<file path="config.mk">
export PLATFORM = sky130hd
export DESIGN_NAME = axistream_downsizer
export DESIGN_NICKNAME = d
export VERILOG_FILES = /design/src/rtl/axistream_downsizer_pkg.sv /design/src/rtl/axistream_downsizer_fifo.sv /design/src/rtl/axistream_downsizer.sv
export SDC_FILE = /design/constraint.sdc
export NUM_CORES = 1
export LEC_CHECK = 0
export ABC_AREA = 0
export BUFFER_PORTS_ARGS = -buffer_cell sky130_fd_sc_hd__buf_2
export CAP_MARGIN = 20
export CELL_PAD_IN_SITES_DETAIL_PLACEMENT = 0
export CELL_PAD_IN_SITES_GLOBAL_PLACEMENT = 1
export CORE_ASPECT_RATIO = 1.5
export CORE_UTILIZATION = 42
export DETAILED_ROUTE_END_ITERATION = 12
export GPL_ROUTABILITY_DRIVEN = 0
export PLACE_DENSITY = 0.75
export SLEW_MARGIN = 20
export SYNTH_ARGS = -nofsm -noshare
export SYNTH_HDL_FRONTEND = slang
export SYNTH_HIERARCHICAL = 1
export SYNTH_SLANG_ARGS = --single-unit
</file>
<file path="constraint.sdc">
create_clock -name clk -period 4 [get_ports clk]
set_clock_uncertainty 0.2 [all_clocks]
set_input_delay 0.2 -clock clk [delete_from_list [all_inputs] [get_ports clk]]
set_output_delay 0.2 -clock clk [all_outputs]
set_load 0.03 [all_outputs]
</file>
<file path="src/rtl/axistream_downsizer_pkg.sv">
// axistream_downsizer_pkg: shared widths and buffer entry type for the 64->32 AXI Stream downsizer
package axistream_downsizer_pkg;
  localparam int IN_W  = 64;
  localparam int OUT_W = 32;
  localparam int DEPTH = 2;
  typedef struct packed {
    logic [IN_W-1:0] data;
    logic            last;
  } entry_t;
endpackage

</file>
<file path="src/rtl/axistream_downsizer_fifo.sv">
// axis_skid_fifo2: two-entry circular queue with registered ready, outputs straight from storage
module axis_skid_fifo2
  import axistream_downsizer_pkg::*;
(
  input  logic            clk,
  input  logic            rst_n,
  input  logic            push_valid,
  input  logic [IN_W-1:0] push_data,
  input  logic            push_last,
  output logic            push_ready,
  input  logic            pop,
  output logic            head_valid,
  output logic [IN_W-1:0] head_data,
  output logic            head_last
);
  entry_t     mem_q [DEPTH];
  entry_t     mem_d [DEPTH];
  logic       head_q, head_d;
  logic [1:0] occ_q, occ_d;
  logic       ready_q, ready_d;
  logic       push, pop_ok, wr_idx;
  // next-state: write lands at (head+occupancy) mod 2, so a same-cycle pop/push stays in order
  always_comb begin
    push    = push_valid && ready_q;
    pop_ok  = pop && (occ_q != 2'd0);
    wr_idx  = head_q ^ occ_q[0];
    head_d  = head_q ^ pop_ok;
    occ_d   = occ_q + 2'(push) - 2'(pop_ok);
    ready_d = occ_d < 2'(DEPTH);
    mem_d   = mem_q;
    if (push) mem_d[wr_idx] = '{data: push_data, last: push_last};
  end
  // control state clears asynchronously; ready comes up on the first edge after release
  always_ff @(posedge clk or negedge rst_n) begin
    if (!rst_n) begin
      head_q  <= 1'b0;
      occ_q   <= 2'd0;
      ready_q <= 1'b0;
    end else begin
      head_q  <= head_d;
      occ_q   <= occ_d;
      ready_q <= ready_d;
    end
  end
  // payload storage needs no reset, occupancy gates its visibility
  always_ff @(posedge clk) begin
    mem_q <= mem_d;
  end
  assign push_ready = ready_q;
  assign head_valid = occ_q != 2'd0;
  assign head_data  = mem_q[head_q].data;
  assign head_last  = mem_q[head_q].last;
endmodule

</file>
<file path="src/rtl/axistream_downsizer.sv">
// axistream_downsizer: splits 64-bit AXI Stream flits into two 32-bit words and counts emitted packets
module axistream_downsizer
  import axistream_downsizer_pkg::*;
#(
  parameter bit HI_FIRST  = 1'b1,
  parameter int CNT_WIDTH = 32
) (
  input  logic                 clk,
  input  logic                 rst_n,
  input  logic [IN_W-1:0]      S_TDATA,
  input  logic                 S_TVALID,
  input  logic                 S_TLAST,
  output logic                 S_TREADY,
  output logic [OUT_W-1:0]     M_TDATA,
  output logic                 M_TVALID,
  output logic                 M_TLAST,
  input  logic                 M_TREADY,
  output logic [CNT_WIDTH-1:0] packet_count
);
  logic                 head_valid, head_last;
  logic [IN_W-1:0]      head_data;
  logic                 half_q, half_d;
  logic [CNT_WIDTH-1:0] cnt_q, cnt_d;
  logic                 beat;
  axis_skid_fifo2 u_fifo (
    .clk        (clk),
    .rst_n      (rst_n),
    .push_valid (S_TVALID),
    .push_data  (S_TDATA),
    .push_last  (S_TLAST),
    .push_ready (S_TREADY),
    .pop        (beat && half_q),
    .head_valid (head_valid),
    .head_data  (head_data),
    .head_last  (head_last)
  );
  // each beat toggles the half; the second half's beat pops the entry and may close a packet
  always_comb begin
    beat   = head_valid && M_TREADY;
    half_d = half_q ^ beat;
    cnt_d  = cnt_q + CNT_WIDTH'(beat && M_TLAST);
  end
  // half-select and packet counter, cleared asynchronously with the queue
  always_ff @(posedge clk or negedge rst_n) begin
    if (!rst_n) begin
      half_q <= 1'b0;
      cnt_q  <= '0;
    end else begin
      half_q <= half_d;
      cnt_q  <= cnt_d;
    end
  end
  assign M_TVALID     = head_valid;
  assign M_TLAST      = head_last && half_q;
  assign M_TDATA      = (half_q ^ HI_FIRST) ? head_data[IN_W-1:OUT_W] : head_data[OUT_W-1:0];
  assign packet_count = cnt_q;
endmodule

</file>
---- After elaboration in Yosys (flattened, before gate mapping) ----
Cells that the tools add are included.
storage, ports and cells
  bits in registers ....................... 167
  bits of input ports ..................... 69
  output and inout bits ................... 67
  logic and storage cells ................. 36
cells by class
  $add $sub $neg .......................... 3
  $lt $le $gt $ge ......................... 4
  multiplexer cells ....................... 7
  bitwise operators ....................... 5
  reduce and logical (&&, ||, !) cells .... 8
operator list
  operator            count
  $mux 65             4
  $bwmux 130          1
  $demux 65 s1        1
  $add 32x1->32       1
  $mux 32             1
  $logic_and 1x1->1   7
  $ge 2x2->1 const B  2
  $not 1->2           2
  $xor 1x1->1         3
  $add 2x1->2         1
  $lt 2x1->1 const B  1
  $lt 2x2->1 const B  1
  $reduce_bool 2->1   1
  $sub 2x1->2         1

---- Logic depth before layout (Yosys ltp) ----
Gate-level depths: netlist of the first run.
  depth in word-level cells ............... 7
  gate-level depth with buffers ........... 10
  depth with buffers taken out ............ 9

---- Modules after synthesis ----
Netlist of the first run, hierarchy kept.
by module, submodules not included
  module               times used  cells an instance  area each (um2)  sequential area each (um2)
  axis_skid_fifo2      1           219                5004.8           4003.8
  axistream_downsizer  1           166                1884.3           825.8

---- Worst setup path before layout of the first run ----
No wires, ideal clock.
  path kind ............................... register to register
  from .................................... register, netlist name u_fifo/head_q
  to ...................................... register u_fifo/mem_q[100] (netlist bit) (enable)
  arrival time ............................ 3643 ps
  data required time ...................... 3305 ps
  path slack .............................. -338 ps
  cell stages (with the launch flop) ...... 4
  buffers on the path ..................... 1
  clock period less this slack ............ 4338 ps
  path through ............................ dfrtp_1 -> buf_4 -> xnor2_1 -> nor2b_1
RTL lines
  element                 RTL line                        RTL
  end signal: assignment  axistream_downsizer_fifo.sv:47  mem_q <= mem_d;
  end: declaration        axistream_downsizer_fifo.sv:16  entry_t mem_q [DEPTH];

---- Final worst setup path of the first run ----
  from .................................... register u_fifo.head_q
  to ...................................... output M_TDATA[29]
between the ends
  cells in the longest elaborated chain, start to end .. 5
RTL lines
  element                                      RTL line                        RTL
  start: declaration                           axistream_downsizer_fifo.sv:18  logic head_q, head_d;
  start signal: assignment                     axistream_downsizer_fifo.sv:36  head_q <= 1'b0;
  start signal: assignment                     axistream_downsizer_fifo.sv:40  head_q <= head_d;
  $not 1->2 (implied by the code)              axistream_downsizer_fifo.sv:51  assign head_data = mem_q[head_q].data;
  $mux 65 (implied by the code) (3 in series)  axistream_downsizer_fifo.sv:51
  named net head_data[61]                      axistream_downsizer.sv:21       logic [IN_W-1:0] head_data;
  $mux 32                                      axistream_downsizer.sv:55       assign M_TDATA = (half_q ^ HI_FIRST) ? head_data[IN_W-1:OUT_W] : head_data[OUT_W-1:0];
  end: declaration                             axistream_downsizer.sv:14       output logic [OUT_W-1:0] M_TDATA,
The timed path passes the listed nets, and every way through them passes these cells. The select of a mux whose other input is x is not followed.

==> results of run 1 <==
==> power by group <==
group / internal, W / switching [W] / leakage, nW
clock: 0.000897 / 0.000736 / 0.296
combinational: 0.000984 / 0.00135 / 1.69
sequential: 0.00235 / 0.000119 / 1.69
total: 0.00423 / 0.00220 / 3.68
==> final timing paths <==
| check | startpoint | cells after the start | slack, ns | to |
|---|---|---|---|---|
| max in group asynchronous | rst_n | 2 | 2.76 | u_fifo/head_q |
| hold reg to reg | packet_count[31] | 1 | 0.28 | packet_count[31] |
| hold / removal | rst_n | 2 | 0.22 | packet_count[28] |
| setup / recovery | u_fifo/head_q | 4 | 1.07 | M_TDATA[29] |
| min in group clk | S_TVALID | 3 | 0.22 | u_fifo/mem_q[88] |
| setup reg to reg | u_fifo/head_q | 9 | 1.34 | packet_count[22] |
==> metrics by stage <==
step	cell area, sq um	util
after floorplan	6894	-
after global placement	7814	0.4848
after detailed placement	7814	0.4848
after CTS	9095	0.5643
after global routing	9095	0.5643
final	9095	0.5643
==> cell families after synthesis <==
family / after synthesis
flops: 167
mux: 97
simple gates: 66
xor+xnor: 35
buf+inv: 13
fa+ha+maj: 6
compound gates: 1
==> state kept, by name, indices dropped and copies added (netlist names) <==
register and cells:
u_fifo/mem_q 130, packet_count 32, u_fifo/occ_q 2, half_q 1
u_fifo/head_q 1, u_fifo/push_ready 1
==> per-layer routing <==
layer,vias up,GRT usage,share of wire
li1,1887,-,-
met5,-,0,0
met2,113,0.3076,0.56
met1,1990,0.1669,0.37
met3,15,0.04475,0.051
met4,0,0.06663,0.017
==> Yosys cell counts, drive strengths merged (2+ instances only) <==
cell    count  area share
edfxtp    130        0.57
mux2       97        0.17
dfrtp      37        0.13
xnor2      24       0.031
nand2      13      0.0071
nand4      12       0.013
xor2       11       0.014
nand3      10      0.0073
buf         7      0.0082
nor2        7      0.0038
ha          6       0.011
nor3        6      0.0051
and2        5      0.0045
and3        4      0.0036
and4        4      0.0051
clkbuf      4      0.0022
inv         2      0.0011
==> layout make-up <==
cell class                 count  share of cell area
sequential                   167              0.5316
clock inverter                15             0.02036
inverter                       2           0.0008254
timing repair buffer         206              0.1527
clock buffer                  17             0.04677
tap                          206             0.02834
multi-input combinational    205              0.2194
==> critical path: stages, from the launching register on <==
cell	delay, ns
dfrtp_4	0.43
buf_4	0.80
mux2_2	0.43
mux2_2	0.27
buf_2	0.18
==> run_results.csv, run 1 <==
group,metric,value,unit
status,outcome,"finished, final reports clean",
timing,fin_setup_tns,0,ns
yosys,synth_ff_type,"edfxtp_1",
global_route,grt_antenna_before_repair,0,
die,fp.dieW,106.6,um
clocking,cts_sinks,167,
detailed_routing,drtIter0Drc,191,
yosys,ys_seq_area_frac,0.7011,
clocking,clk_latency,0.42,ns
global_route,grtUsageTotal,0.1640,
yosys,synth-adder-area-share,0.01090,
critical_path,crit_arrival,2.53,ns
yosys,syn_nets,460,
detailed_routing,postRouteAntennaNets,0,
job,cap_violations,0,
global_route,grt_max_degree,66,
die,coreArea,16120,sq um
global_route,grt_pass1_wl,21380,um
yosys,synthCells,385,
yosys,synth-seq-cells,167,
die,pin_count,136,
timing,max_freq,0.3410,GHz
detailed_routing,drc,0,
cells_and_area,area_growth,32.02,%
die,initial_core_util,0.4274,
cells_and_area,diodes,0,
clocking,cts_buffers,17,
yosys,synth_top_family_by_area,"multiplexers",
yosys,yosys.area_share.simple,0.05612,
yosys,syn_avg_cell_area,17.89,sq um
clocking,clockRootBuffer,"clkbuf_16",
clocking,cts_resized,0,
yosys,synth-xor-area-share,0.04450,
cells_and_area,fillers,1333,
clocking,postCtsHoldBufs,67,
timing,finalHoldViolCount,0,
place,io_buffer_count,135,
critical_path,criticalPathCategory,"reg -> out",
detailed_routing,via_per_inst,4.896,
die,die_area,16930,sq um
timing,setup_violations,0,
global_route,gr-total-overflow,0,
power,p_leak,3.678,nW
timing,finalWorstSetupSlack,1.067,ns
yosys,yosysUniqueCellTypes,28,
place,post-place-ws,1.324,ns
place,dp_hpwl,8193,um
power,finalPower,0.006432,W
clocking,cts_max_level,4,
detailed_routing,wl,13090,um
clocking,ctsLongestPathBuffers,2,
power,power_density,707.2,nW/um^2
cells_and_area,register_area,4835,sq um
yosys,synth_compound_area_frac,0.001090,
cells_and_area,fin_nets,674,
timing,slew_headroom,0.3077,
clocking,postCtsSetupRepairBufs,0,
critical_path,critical_path_required,3.60,ns
hold_path,hold_path.class,"in -> async",
clocking,cts_tree,"yes",
cells_and_area,layout_common_cells,"buf_2 (135), edfxtp_1 (130), mux2_2 (67), dlygate4sd3_1 (67), dfrtp_1 (35)",
timing,fin_crit_sh,0.7332,
timing,rsz0062_at_grt,"no",
cells_and_area,fin_cells,818,
cells_and_area,multi_input_area,1996,sq um
place,dp_cells,719,
detailed_routing,num_vias,4005,
cells_and_area,drive_above_1_share,0.4510,
critical_path,cp-end-kind,"primary output",
cells_and_area,final_common_cell,"buf_2",
yosys,synthMuxAreaShare,0.1749,
timing,hold_ws,0.2165,ns
power,ir_drop,0.5180,mV
timing,tightest_slew,1.038,ns
clocking,clkSlewWorstSetupHoldPaths,0.08,ns
die,num_rows,57,
critical_path,critPathMaxFanout,65,
yosys,ys_warn_count,6,
detailed_routing,post_drt_wl_per_cell,16.00,um
global_route,grt_pass1_vias,4457,
yosys,synthArstFlopShare,0.2216,
detailed_routing,dr.pass1.iters,4,
timing,maxSlewViolCount,0,
die,fp.dieH,158.9,um
critical_path,cp-start-kind,"flip-flop",
yosys,synth_edf_count,130,
yosys,syn_area,6889,sq um
timing,fin_crit,2.933,ns
No activity file was read; power rests on OpenSTA's default activity.
==> run 2: changes to the inputs <==
ABC_AREA = 1   (was 0)
CORE_UTILIZATION = 39   (was 42)
PLACE_DENSITY = 0.74   (was 0.75)
clock period = 2.5 ns   (was 4 ns; I/O delays follow)
==> run 2 against run 1 <==
Compared with the run above:
- sequential cell count unchanged
- via count is 27% higher
- sequential share of layout area down 2.3 points
- hold slack got worse by 0.18 ns
- global-route usage rose by 1.4 points
- critical path depth rose by 2
- highest routed layer unchanged
- largest power group unchanged
- cell count up 36%
- wire length rose by 23%
- setup slack got worse by 0.82 ns
- synthesized cell count increased by 66%
==> run_results.csv, run 2 <==
group,metric,value,unit
cells_and_area,top_register,"u_fifo/mem_q",
yosys,yosysTopAreaCellShare,0.5374,
timing,tightest_slew,0.5238,ns
yosys,synth_edf_count,130,
die,fp.dieW,113.4,um
cells_and_area,register_area,4831,sq um
timing,maxSlewViolCount,0,
power,power_density,1043,nW/um^2
detailed_routing,via_per_inst,4.586,
detailed_routing,wl,16110,um
yosys,synth-seq-cells,167,
yosys,yosysUniqueCellTypes,23,
critical_path,cp-start-kind,"flip-flop",
critical_path,r2r_start,"u_fifo/head_q",
timing,max_freq,0.4438,GHz
yosys,syn_nets,715,
yosys,synthArstFlopShare,0.2216,
detailed_routing,postRouteAntennaNets,0,
timing,fin_setup_tns,0,ns
cells_and_area,largest_register_ff_count,130,
cells_and_area,layout_common_cells,"nand2_1 (299), buf_2 (135), edfxtp_1 (130)",
detailed_routing,num_vias,5100,
clocking,cts_tree,"yes",
die,num_rows,60,
timing,slew_headroom,0.6508,
detailed_routing,dr.pass1.iters,4,
place,post-place-ws,0.2861,ns
critical_path,r2r_setup_slack,0.28,ns
global_route,grt_max_degree,66,
global_route,grt_pass1_vias,5306,
yosys,synth_ff_type,"edfxtp_1",
critical_path,cp-end-kind,"primary output",
hold_path,hold_path.class,"in -> async",
timing,rsz0062_at_grt,"no",
cells_and_area,area_growth,30.88,%
die,die_area,19190,sq um
cells_and_area,fillers,1580,
cells_and_area,drive_above_1_share,0.2743,
cells_and_area,fin_nets,927,
critical_path,critical_path_required,2.17,ns
clocking,ctsLongestPathBuffers,2,
global_route,grt_pass1_wl,25630,um
timing,finalWorstSetupSlack,0.2468,ns
status,outcome,"finished, final reports clean",
global_route,grt_antenna_before_repair,0,
clocking,clkSlewWorstSetupHoldPaths,0.07,ns
die,coreArea,18090,sq um
power,ir_drop,0.5673,mV
yosys,ys_top_cells_by_count,"nand2_1 (300), edfxtp_1 (130), dfrtp_1 (37)",
cells_and_area,multi_input_area,2216,sq um
die,initial_core_util,0.4015,
critical_path,criticalPathCategory,"reg -> out",
yosys,synth_most_common_cell,"nand2_1",
timing,fin_crit_sh,0.9013,
global_route,gr-total-overflow,0,
cells_and_area,final_util,0.5255,
clocking,cts_max_level,4,
critical_path,r2r_cells,14,
critical_path,crit_arrival,1.93,ns
yosys,synthCells,640,
place,dp_hpwl,10780,um
place,io_buffer_count,135,
critical_path,r2r-end,"packet_count[24]",
die,fp.dieH,169.2,um
clocking,clk_latency,0.42,ns
cells_and_area,final_common_cell,"nand2_1",
timing,finalHoldViolCount,0,
die,pin_count,136,
job,cap_violations,0,
power,finalPower,0.009919,W
yosys,ys_warn_count,6,
detailed_routing,drc,0,
clocking,postCtsSetupRepairBufs,0,
yosys,yosys.area.top_type,"edfxtp_1",
cells_and_area,diodes,0,
detailed_routing,post_drt_wl_per_cell,14.49,um
clocking,cts_buffers,17,
clocking,cts_sinks,167,
timing,setup_violations,0,
yosys,synthTopCellsByArea,"edfxtp_1 (54%), nand2_1 (16%), dfrtp_1 (13%)",
yosys,syn_area,7264,sq um
global_route,grtUsageTotal,0.1778,
timing,hold_ws,0.03941,ns
power,p_leak,4.262,nW
yosys,ys_seq_area_frac,0.6648,
timing,fin_crit,2.253,ns
clocking,clockRootBuffer,"clkbuf_16",
yosys,syn_avg_cell_area,11.35,sq um
detailed_routing,drtIter0Drc,260,
critical_path,critPathMaxFanout,65,
## run 2: layout make-up
class                   count  area share
well taps                 248     0.03264
multi-input cells         425      0.2331
flip-flops and latches    167      0.5081
repair buffers            212      0.1528
clock buffers              17     0.04474
inverters                  29     0.01145
clock inverters            14     0.01724
## run 2: worst max path at each step
stage / startpoint / end / slack (ns) / cells after the start
global route: u_fifo/head_q / packet_count[18] / 0.07 / 14
detailed placement: u_fifo/head_q / packet_count[24] / 0.29 / 14
CTS: u_fifo/head_q / M_TDATA[6] / 0.04 / 6
finish: u_fifo/head_q / M_TDATA[25] / 0.25 / 6
global placement: u_fifo/head_q / packet_count[24] / 0.33 / 14
floorplan: u_fifo/head_q / u_fifo/mem_q[100] / 0.03 / 5
## run 2: kinds of logic (layout without fill, tap and decap cells)
logic type | after synthesis | after routing | share of synthesized area
AOI/OAI and AO/OA | 1 | 1 | 0.0006883
xor gates and xnor gates | 15 | 15 | 0.02119
adders and majority gates | 6 | 6 | 0.01033
buffers and inverters | 48 | 272 | 0.03307
DFF | 167 | 167 | 0.6648
muxes | 32 | 32 | 0.04960
and+or+nand+nor | 371 | 371 | 0.2203
## run 2: metrics by stage
step / instances / area, sq um
2_1_floorplan: 640 / 7286
3_3_place_gp: 1013 / 8234
3_5_place_dp: 1013 / 8234
4_1_cts: 1112 / 9504
5_1_grt: 1112 / 9508
6_report: 1112 / 9508
## run 2: routing by layer
layer | track usage | part of all wire | vias up
met4 | 0.06350 | 0.016 | 0
li1 | - | - | 2507
met1 | 0.1779 | 0.38 | 2463
met3 | 0.04964 | 0.041 | 16
met2 | 0.3444 | 0.57 | 114
met5 | 0 | 0 | -
## run 2: report_power, final
| part | internal, W | switching, W |
|---|---|---|
| Sequential | 0.00358 | 0.000154 |
| Combinational | 0.00116 | 0.00243 |
| Clock | 0.00150 | 0.00110 |
| Total | 0.00624 | 0.00368 |
## run 2: worst max-delay path, stage by stage, from the launching register on
cell and delay [ns]:
dfrtp_2 0.42, inv_2 0.08, buf_6 0.41, nand2_1 0.11
nand2_1 0.09, mux2_2 0.14, buf_2 0.21
## run 2: what timing repair did
| action | in CTS | in global routing |
|---|---|---|
| endpoints found under the hold margin | 169 | 0 |
| hold buffers | 68 | 0 |
| setup endpoints to repair | 0 | 28 |
| resized for setup | 0 | 1 |
